### config.mk
export PLATFORM = sky130hd
export DESIGN_NAME = serial_word_loader
export DESIGN_NICKNAME = d
export VERILOG_FILES = /design/src/rtl/serial_word_loader.sv
export SDC_FILE = /design/constraint.sdc
export NUM_CORES = 1
export LEC_CHECK = 0
export BUFFER_PORTS_ARGS = -buffer_cell sky130_fd_sc_hd__buf_2
export CORE_ASPECT_RATIO = 1.2
export CORE_UTILIZATION = 35
export CTS_CLUSTER_DIAMETER = 40
export DETAILED_ROUTE_END_ITERATION = 8
export GPL_TIMING_DRIVEN = 0
export PLACE_DENSITY = 0.67
export REMOVE_ABC_BUFFERS = 1
export SLEW_MARGIN = 5
export SYNTH_ARGS = -nofsm -noshare
export SYNTH_HDL_FRONTEND = slang
export SYNTH_SLANG_ARGS = --single-unit
### constraint.sdc
create_clock -name clk -period 3.7 [get_ports clk]
set_input_delay 0.185 -clock clk [delete_from_list [all_inputs] [get_ports clk]]
set_output_delay 0.185 -clock clk [all_outputs]
set_load 0.005 [all_outputs]
### src/rtl/serial_word_loader.sv
// serial_word_loader
//   Serial-to-parallel front end for a generic n-bit register. Bits arrive
//   MSB first on sdata, qualified by the sbit strobe. Once a complete word
//   has been received, control pulses for one cycle so the downstream
//   register captures d. At every other time the register holds its value.
//
//   Optional feature: define SERIAL_WORD_LOADER_PARITY_EN to expect one
//   even-parity bit after the n data bits. A matching parity bit loads the
//   word. A mismatch pulses parErr and drops the frame. When the macro is
//   undefined, parErr is tied low.
//
// Ports
//   clk      in   system clock, rising edge
//   resetn   in   asynchronous active-low reset
//   start    in   begin a frame (sampled only when idle)
//   abort    in   drop the current frame (SHIFT/PARITY only, beats sbit)
//   sbit     in   bit strobe, sdata valid when high
//   sdata    in   serial data, MSB first
//   d        out  assembled word -> register d
//   control  out  one-cycle load pulse -> register control
//   busy     out  high whenever not idle
//   parErr   out  one-cycle parity failure pulse
//
// state  | meaning
// -------+---------------------------------------------------------------
// IDLE   | waiting for start; d keeps the last word
// SHIFT  | shifting in data bits on each strobe
// PARITY | waiting for the even-parity bit (parity build only)
// LOAD   | control high for this one cycle, then back to IDLE

module serial_word_loader #(
    parameter int n = 16
) (
    input  logic         clk,
    input  logic         resetn,
    input  logic         start,
    input  logic         abort,
    input  logic         sbit,
    input  logic         sdata,
    output logic [n-1:0] d,
    output logic         control,
    output logic         busy,
    output logic         parErr
);

    localparam int CW = $clog2(n + 1);
    localparam logic [CW-1:0] LAST_BIT = CW'(n - 1);

    typedef enum logic [1:0] {
        ST_IDLE   = 2'd0,
        ST_SHIFT  = 2'd1,
        ST_LOAD   = 2'd3
`ifdef SERIAL_WORD_LOADER_PARITY_EN
        ,
        ST_PARITY = 2'd2
`endif
    } state_t;

    state_t        state_q, state_d;
    logic [n-1:0]  d_q, d_d;
    logic [CW-1:0] cnt_q, cnt_d;
`ifdef SERIAL_WORD_LOADER_PARITY_EN
    logic          parerr_q, parerr_d;
`endif

    always_comb begin
        state_d = state_q;
        d_d     = d_q;
        cnt_d   = cnt_q;
`ifdef SERIAL_WORD_LOADER_PARITY_EN
        parerr_d = 1'b0;
`endif
        case (state_q)
            ST_IDLE: begin
                // Strobes are ignored here, even one coincident with start.
                if (start) begin
                    state_d = ST_SHIFT;
                    cnt_d   = '0;
                end
            end
            ST_SHIFT: begin
                if (abort) begin
                    state_d = ST_IDLE;
                end else if (sbit) begin
                    d_d   = {d_q[n-2:0], sdata};
                    cnt_d = cnt_q + CW'(1);
                    if (cnt_q == LAST_BIT) begin
`ifdef SERIAL_WORD_LOADER_PARITY_EN
                        state_d = ST_PARITY;
`else
                        state_d = ST_LOAD;
`endif
                    end
                end
            end
`ifdef SERIAL_WORD_LOADER_PARITY_EN
            ST_PARITY: begin
                if (abort) begin
                    state_d = ST_IDLE;
                end else if (sbit) begin
                    // Even parity: the parity bit equals the XOR of the data.
                    if (sdata == ^d_q) begin
                        state_d = ST_LOAD;
                    end else begin
                        state_d  = ST_IDLE;
                        parerr_d = 1'b1;
                    end
                end
            end
`endif
            ST_LOAD: begin
                state_d = ST_IDLE;
            end
            default: begin
                state_d = ST_IDLE;
            end
        endcase
    end

    always_ff @(posedge clk or negedge resetn) begin
        if (!resetn) begin
            state_q  <= ST_IDLE;
            d_q      <= '0;
            cnt_q    <= '0;
`ifdef SERIAL_WORD_LOADER_PARITY_EN
            parerr_q <= 1'b0;
`endif
        end else begin
            state_q  <= state_d;
            d_q      <= d_d;
            cnt_q    <= cnt_d;
`ifdef SERIAL_WORD_LOADER_PARITY_EN
            parerr_q <= parerr_d;
`endif
        end
    end

    assign d       = d_q;
    assign control = (state_q == ST_LOAD);
    assign busy    = (state_q != ST_IDLE);
`ifdef SERIAL_WORD_LOADER_PARITY_EN
    assign parErr  = parerr_q;
`else
    assign parErr  = 1'b0;
`endif

endmodule

[Word-level counts from Yosys, hierarchy flattened]
Index checks and enable logic that the tools add are counted.
W data, S select, Z words.
Word-level totals
  memory bits (read-only): 0
  register bits: 23
  latch bits: 0
  input port bits: 6
  output and inout bits: 19
  memory bits (writable): 0
  word-level logic and storage cells: 28
  memories kept: 0
Operators by class
  shifts and indexed selects: 0
  reduce and logical (&&, ||, !) cells: 6
  order comparisons: 0
  $mul: 0
  bitwise logic cells: 1
  equal/unequal tests: 8
  multiplexer cells: 9
  divide/modulo/power cells: 0
  add/subtract/negate cells: 1
Operators with widths (number)
  $mux W5: 3
  $pmux W5 S2: 1
  $mux W2: 4
  $ne A2 B2 Y1 const B: 3
  $ne A3 B3 Y1 const B: 2
  $reduce_and A3 Y1: 2
  $add A5 B1 Y5 const B: 1
  $eq A5 B4 Y1 const B: 1
  $pmux W2 S2: 1
  $reduce_and A4 Y1: 1
  $reduce_bool A2 Y1: 2
  $eq A2 B1 Y1 const B: 1
  $eq A2 B2 Y1 const B: 1
  $logic_not A2 Y1: 1
  $not A1 Y1: 1

[Logic depth before layout (Yosys ltp)]
Gate-level depths: netlist of run 1.
  depth after elaboration: 5
  depth in mapped cells: 6
  mapped depth without buffers: 4

[Worst setup path before layout of run 1]
No wires, ideal clock.
  path kind: register to register
  start: register state_q[1]
  end: register cnt_q[3]
  path slack: 2245 ps
  arrival: 1337 ps
  period minus slack after synthesis: 1455 ps
  setup time: 118 ps
  cell stages (with the launch flop): 6
  path buffers: 2
  cell sequence: dfrtp_1 buf_6 and4bb_1 buf_2 mux2_4 a21o_1
On the way
  word-level cells in the longest chain between the ends: 3
  elaborated cells between the ends (all ways): 8
  those cells by class: eq/ne (4); mux (1); reduce/logical (3)
RTL lines
  start: declaration: line 59  | state_t state_q, state_d;
  start signal: assignment: line 129  | state_q <= state_d;
  $eq A2 B1 Y1 or $logic_not A2 Y1 (tied branches): line 73  | case (state_q)
  $ne A2 B2 Y1 (no line) or $reduce_bool A2 Y1 (tied branches)
  $reduce_and A4 Y1 (no line)
  end signal: assignment: line 131  | cnt_q <= cnt_d;
  end: declaration: line 61  | logic [CW-1:0] cnt_q, cnt_d;
Parallel ways exist; a longest one is shown, timed or not.
A chain may end at the register's enable or synchronous reset.

[Worst setup path in the final report of run 1]
  start: register state_q[1]
  end: register cnt_q[4]
Same word-level chain as after synthesis.

==> summary.txt, run 1 <==
Outcome
  – Outcome: completed

Drt
  – Drt pass-1 iters: 4
  – Drt wl/cell: 11.68 um
  – Vias: 792
  – DRC violations left: 0
  – Final ANT Viol Nets: 0
  – Drt total wl: 1.927 mm
  – DRT iter0 DRCs: 22
  – Via density: 4.800

Timing
  – Slew HR: 0.3843
  – Maximum clock rate: 0.5050 GHz
  – Max Slew Vio Count: 0
  – Final hold vios: 0
  – Worst-Margin Slew: 0.9183 ns
  – Worst Skew: 0.0007869 ns
  – Final setup viols: 0
  – RSZ-0062 raised after global routing: no
  – Period minus WS final: 1.980 ns
  – Fin crit share: 0.5352
  – Setup TNS: 0 ns

CTS
  – Max Buffers Root-to-Sink: 2
  – CTS tree: built
  – H-tree depth: 1
  – # resized after CTS: 0
  – TritonCTS Buffers: 3
  – Clock transition at the registers of the reported paths: 0.13 ns
  – Clk sinks: 23
  – Postcts setup bufs: 0
  – CTS Root Buffer Type: clkbuf_4
  – Latest clock arrival within the worst-skew pair: 0.31 ns

Critical path
  – Worst r2r path cells: 3
  – Critical Path RT: 3.88 ns
  – Crit start category: register
  – Top fanout value on the critical path: 22
  – Crit Path Class: register to register
  – Crit end category: register
  – WP data arrival: 2.16 ns

Min path
  – Worst hold path depth: 3
  – Hold Crit Class: input port to register

Power and ir drop
  – Total Power: 518.5 uW
  – Lkg Pwr: 0.0006938 uW
  – VDD IR max: 0.2305 mV
  – Power Density: 441.8 nW/um2

Layout
  – N_diodes: 0
  – Fillers: 285
  – Seq. cell area: 575.6 um2
  – Share of cells above drive strength 1: 0.2214
  – Multi-input gate area: 391.6 um2
  – Commonest non-fill, non-tap cell in the layout: nand2_1
  – Post-route insts no fill: 165
  – Synth-to-Final Area Change: 15.66%
  – Layout Nets: 140
  – Most frequent cells in the layout: nand2_1, dfrtp_1, buf_2

Job
  – Max cap viols: 0

Logic synthesis
  – Synth area leaders: dfrtp_1, nand2_1, ha_1, mux2i_1, nand3_1
  – Asr flop ratio synth: 1.000
  – Syn Std Cell Area: 1015 um2
  – Post-Synthesis Cells: 109
  – Yosys cell types: 27
  – Post-synth top area cell: dfrtp_1
  – Seq/Total Area, Yosys: 0.5672
  – Synth Warn #: 0
  – Synth Register Bits: 23
  – Share of the synthesized area in the top cell type: 0.5672
  – Top_reg_cell synth: dfrtp_1
  – Number of synthesized flops with an enable pin: 0
  – Mapped Avg Cell Area: 9.309 um2

Global route
  – All-Layer GR Usage: 0.1262
  – First-pass GRT wire length: 2.904 mm
  – Largest net degree at the start of global routing: 24
  – GRT overflow: 0
  – Initial antenna violation count: 0
  – Number of global-route vias before repair: 688

Floorplanning
  – I/O pin cnt: 25
  – Initial Utilization: 0.3643
  – Die ar.: 3119 um2
  – Die height: 60.98 um
  – Core Region: 2785 um2
  – Die width: 51.15 um
  – FP Rows: 21

Place
  – I/O Buffers: 23
  – Placed Cells: 160
  – Final Wtd Congestion: 0.6939
  – HPWL after DPL: 1.304 mm
==> report_power, final <==
| part | total, uW | internal [uW] | switching [uW] |
|---|---|---|---|
| registers | 312 | 285 | 27.3 |
| logic | 88.7 | 41.8 | 46.9 |
| clock network | 118 | 40.4 | 77.3 |
==> cell usage after synthesis, drive strengths merged, types with 2 or more instances <==
| library cell | count |
|---|---|
| ha | 2 |
| inv | 3 |
| buf | 4 |
| nand2 | 50 |
| o21ai | 3 |
| nand3 | 3 |
| dfrtp | 23 |
| nor2 | 2 |
| mux2i | 2 |
| and2 | 2 |
| clkbuf | 2 |
==> kinds of logic after synthesis <==
| family | after synthesis | share of synthesized area |
|---|---|---|
| and+or+nand+nor | 65 | 0.2848 |
| AOI/OAI and AO/OA | 6 | 0.03823 |
| muxes | 3 | 0.03452 |
| DFF | 23 | 0.5672 |
| buffers and inverters | 9 | 0.04686 |
| adders and majority gates | 2 | 0.02466 |
| other | 1 | 0.003696 |
==> sequential cells by signal, indices dropped and copies added (netlist names) <==
signal	cells
cnt_q	5
d	16
state_q	2
==> routing by layer <==
layer / GRT usage / routed length [um]
met3: 0.02757 / 73
met4: 0.04762 / 29
met1: 0.1477 / 866
met5: 0 / 0
met2: 0.2256 / 957
==> final timing paths <==
| kind | slack [ns] | from | to |
|---|---|---|---|
| min in group asynchronous | 0.36 | resetn | state_q[0] |
| min reg2reg | 0.50 | d[12] | d[13] |
| max in group asynchronous | 3.00 | resetn | d[2] |
| min | 0.06 | sdata | d[0] |
| max | 1.72 | state_q[1] | cnt_q[4] |
| max reg2reg | 1.72 | state_q[1] | cnt_q[4] |
==> metrics by stage <==
step	cell area, um2	worst slack, ns	hold slack, ns	utilization
6_report	1174	1.720	0.06282	0.4214
5_1_grt	1174	1.558	0.06454	0.4214
4_1_cts	1174	1.691	0.06069	0.4214
3_5_place_dp	1136	1.716	0.1924	0.4079
3_3_place_gp	1136	1.767	0.1787	0.4079
2_1_floorplan	978.4	2.089	-0.1106	-
==> layout make-up <==
type | instances | share of cell area
timing repair buffer | 24 | 0.1066
clock buffer | 3 | 0.01919
multi-input combinational | 77 | 0.3337
tap | 34 | 0.03625
sequential | 23 | 0.4904
clock inverter | 1 | 0.004264
inverter | 3 | 0.009595
==> critical path: stages, from the launching register on <==
cell and delay (ns):
dfrtp_1 0.50, nand4bb_1 0.84, o311ai_0 0.39, o31ai_1 0.12
==> repair_timing <==
action,CTS,global route
setup endpoints to repair,0,0
hold buffers,1,0
hold endpoints to repair,23,0
Power figures use the tool's default switching activity.
==> run 2, diff against run 1 <==
clock period = 2 ns   (was 3.7 ns; I/O delays follow)
==> summary.txt, run 2 (synthesis results as in run 1) <==
CTS
  – CTS Root Buffer Type: clkbuf_4
  – CTS tree: built
  – Clk sinks: 23 (unchanged)
  – Postcts setup bufs: 0 (unchanged)
  – Clock transition at the registers of the reported paths: 0.13 ns (about the same)
  – Max Buffers Root-to-Sink: 2 (unchanged)
  – TritonCTS Buffers: 3 (unchanged)
  – Latest clock arrival within the worst-skew pair: 0.31 ns (about the same)
  – H-tree depth: 1 (unchanged)

Layout
  – Seq. cell area: 575.6 um2 (unchanged)
  – Fillers: 286 (+0.35%)
  – Share of cells above drive strength 1: 0.2273 (+0.005899)
  – Commonest non-fill, non-tap cell in the layout: nand2_1
  – Synth-to-Final Area Change: 17.14%
  – Finished Core Util: 0.4268 (+0.005390)
  – Largest register FFs: 16 (unchanged)
  – Most frequent cells in the layout: nand2_1, dfrtp_1, buf_2
  – Design Area, Final: 1189 um2 (+1.3%)
  – Post-route insts no fill: 166 (+0.61%)
  – N_diodes: 0 (unchanged)
  – Layout Nets: 141 (+0.71%)
  – Multi-input gate area: 396.6 um2 (+1.3%)

Floorplanning
  – Core Region: 2785 um2 (unchanged)
  – Die width: 51.15 um (unchanged)
  – Initial Utilization: 0.3643 (unchanged)
  – FP Rows: 21 (unchanged)
  – Die height: 60.98 um (unchanged)
  – Die ar.: 3119 um2 (unchanged)
  – I/O pin cnt: 25 (unchanged)

Global route
  – First-pass GRT wire length: 2.891 mm (-0.45%)
  – Number of global-route vias before repair: 697 (+1.3%)
  – Initial antenna violation count: 0 (unchanged)
  – Largest net degree at the start of global routing: 24 (unchanged)
  – GRT overflow: 0 (unchanged)
  – All-Layer GR Usage: 0.1257 (-0.0004636)

Critical path
  – Crit end category: register
  – Worst setup path startpoint: state_q[1]
  – Critical Path RT: 2.22 ns (-1.66 ns)
  – Top fanout value on the critical path: 19 (-14%)
  – Worst path slowest cell: and4bb_1
  – Worst path cell trace: and4bb_1 > mux2_4 > a21o_1
  – CP delay by family, top: simple AND/OR/NAND/NOR gates
  – WP data arrival: 2.08 ns (-0.08 ns)
  – Crit start category: register
  – Crit Path Class: register to register
  – Worst Path Buf+Inv: 0 (unchanged)
  – Reg2reg start: state_q[1]
  – Crit-path max cell delay: 0.75 ns (-0.09 ns)

Place
  – Placed instance area: 1136 um2 (unchanged)
  – Final Wtd Congestion: 0.6939 (unchanged)
  – HPWL after DPL: 1.304 mm (unchanged)
  – Placed Cells: 160 (unchanged)
  – I/O Buffers: 23 (unchanged)

Drt
  – Highest routed layer: met4
  – DRT iter0 DRCs: 22 (unchanged)
  – Drt wl/cell: 11.59 um (-0.76%)
  – Drt total wl: 1.924 mm (-0.16%)
  – Final ANT Viol Nets: 0 (unchanged)
  – DRC violations left: 0 (unchanged)
  – Metal-1 WL: 865 um (-0.12%)
  – Drt pass-1 iters: 4 (unchanged)
  – Vias: 796 (+0.51%)
  – Routed met2 length: 955 um (-0.21%)
  – Via density: 4.795 (-0.10%)
  – WL met3: 73 um (unchanged)

Power and ir drop
  – Total Power: 961.8 uW (+86%)
  – VDD IR max: 0.4264 mV (+85%)
  – Lkg Pwr: 0.0006986 uW (+0.70%)
  – Power Density: 809.2 nW/um2 (+83%)

Timing
  – Max Slew Vio Count: 0 (unchanged)
  – Maximum clock rate: 0.5366 GHz (+6.3%)
  – Worst Skew: 0.0008515 ns (+0.00006459 ns)
  – Final hold vios: 0 (unchanged)
  – Fin crit share: 0.9318 (+0.3966)
  – Worst-Margin Slew: 0.6796 ns (-0.2387 ns)
  – Period minus WS final: 1.864 ns (-0.1167 ns)
  – Setup TNS: 0 ns (unchanged)
  – RSZ-0062 raised after global routing: no
  – Slew HR: 0.5469 (+0.1626)
  – Final setup viols: 0 (unchanged)

Min path
  – Min-delay src: abort
  – Hold Crit Class: input port to register

Job
  – Max cap viols: 0 (unchanged)

Outcome
  – Outcome: completed
## run 2: where the power goes
part           internal [uW]  leakage (uW)  switching (uW)  total [uW]
clock                   74.7     0.0000177             143         218
combinational           79.2      0.000369            87.1         166
sequential               527      0.000312            50.8         578
total                    681      0.000699             281         962
## run 2: routing by layer
metal,vias to the layer above,global-route usage
li1,389,-
met1,385,0.1449
met2,18,0.2274
met3,4,0.02757
met4,0,0.04762
met5,-,0
## run 2: path summary, 6_finish.rpt
kind | endpoint | slack (ns) | depth (start not counted)
max | cnt_q[3] | 0.14 | 3
min | state_q[0] | 0.09 | 3
max reg2reg | cnt_q[3] | 0.14 | 3
min reg2reg | d[13] | 0.50 | 2
max in group asynchronous | d[2] | 1.39 | 2
min in group asynchronous | state_q[0] | 0.28 | 2
## run 2: worst register-to-register path, cell delays in order, from the launching register on
cell and delay [ns]:
dfrtp_1 0.50, and4bb_1 0.75, mux2_4 0.36, a21o_1 0.17
## run 2: what timing repair did
item / 4_1_cts / 5_1_grt
resized for setup: 1 / 0
hold endpoints to repair: 24 / 0
setup endpoints to repair: 1 / 0
hold buffers: 2 / 0
## run 2: cell type report
type	instances	share of cell area
inverter	3	0.009474
multi-input combinational	77	0.3337
timing repair buffer	25	0.1137
sequential	23	0.4842
tap	34	0.03579
clock buffer	3	0.01895
clock inverter	1	0.004211
## run 2: per-stage QoR
| stage | setup WS [ns] | hold slack (ns) |
|---|---|---|
| after global routing | 0.07037 | 0.08826 |
| after detailed placement | 0.01621 | 0.1074 |
| after floorplan | 0.3894 | -0.1956 |
| final | 0.1364 | 0.09119 |
| after global placement | 0.06726 | 0.09367 |
| after CTS | 0.1158 | 0.08848 |
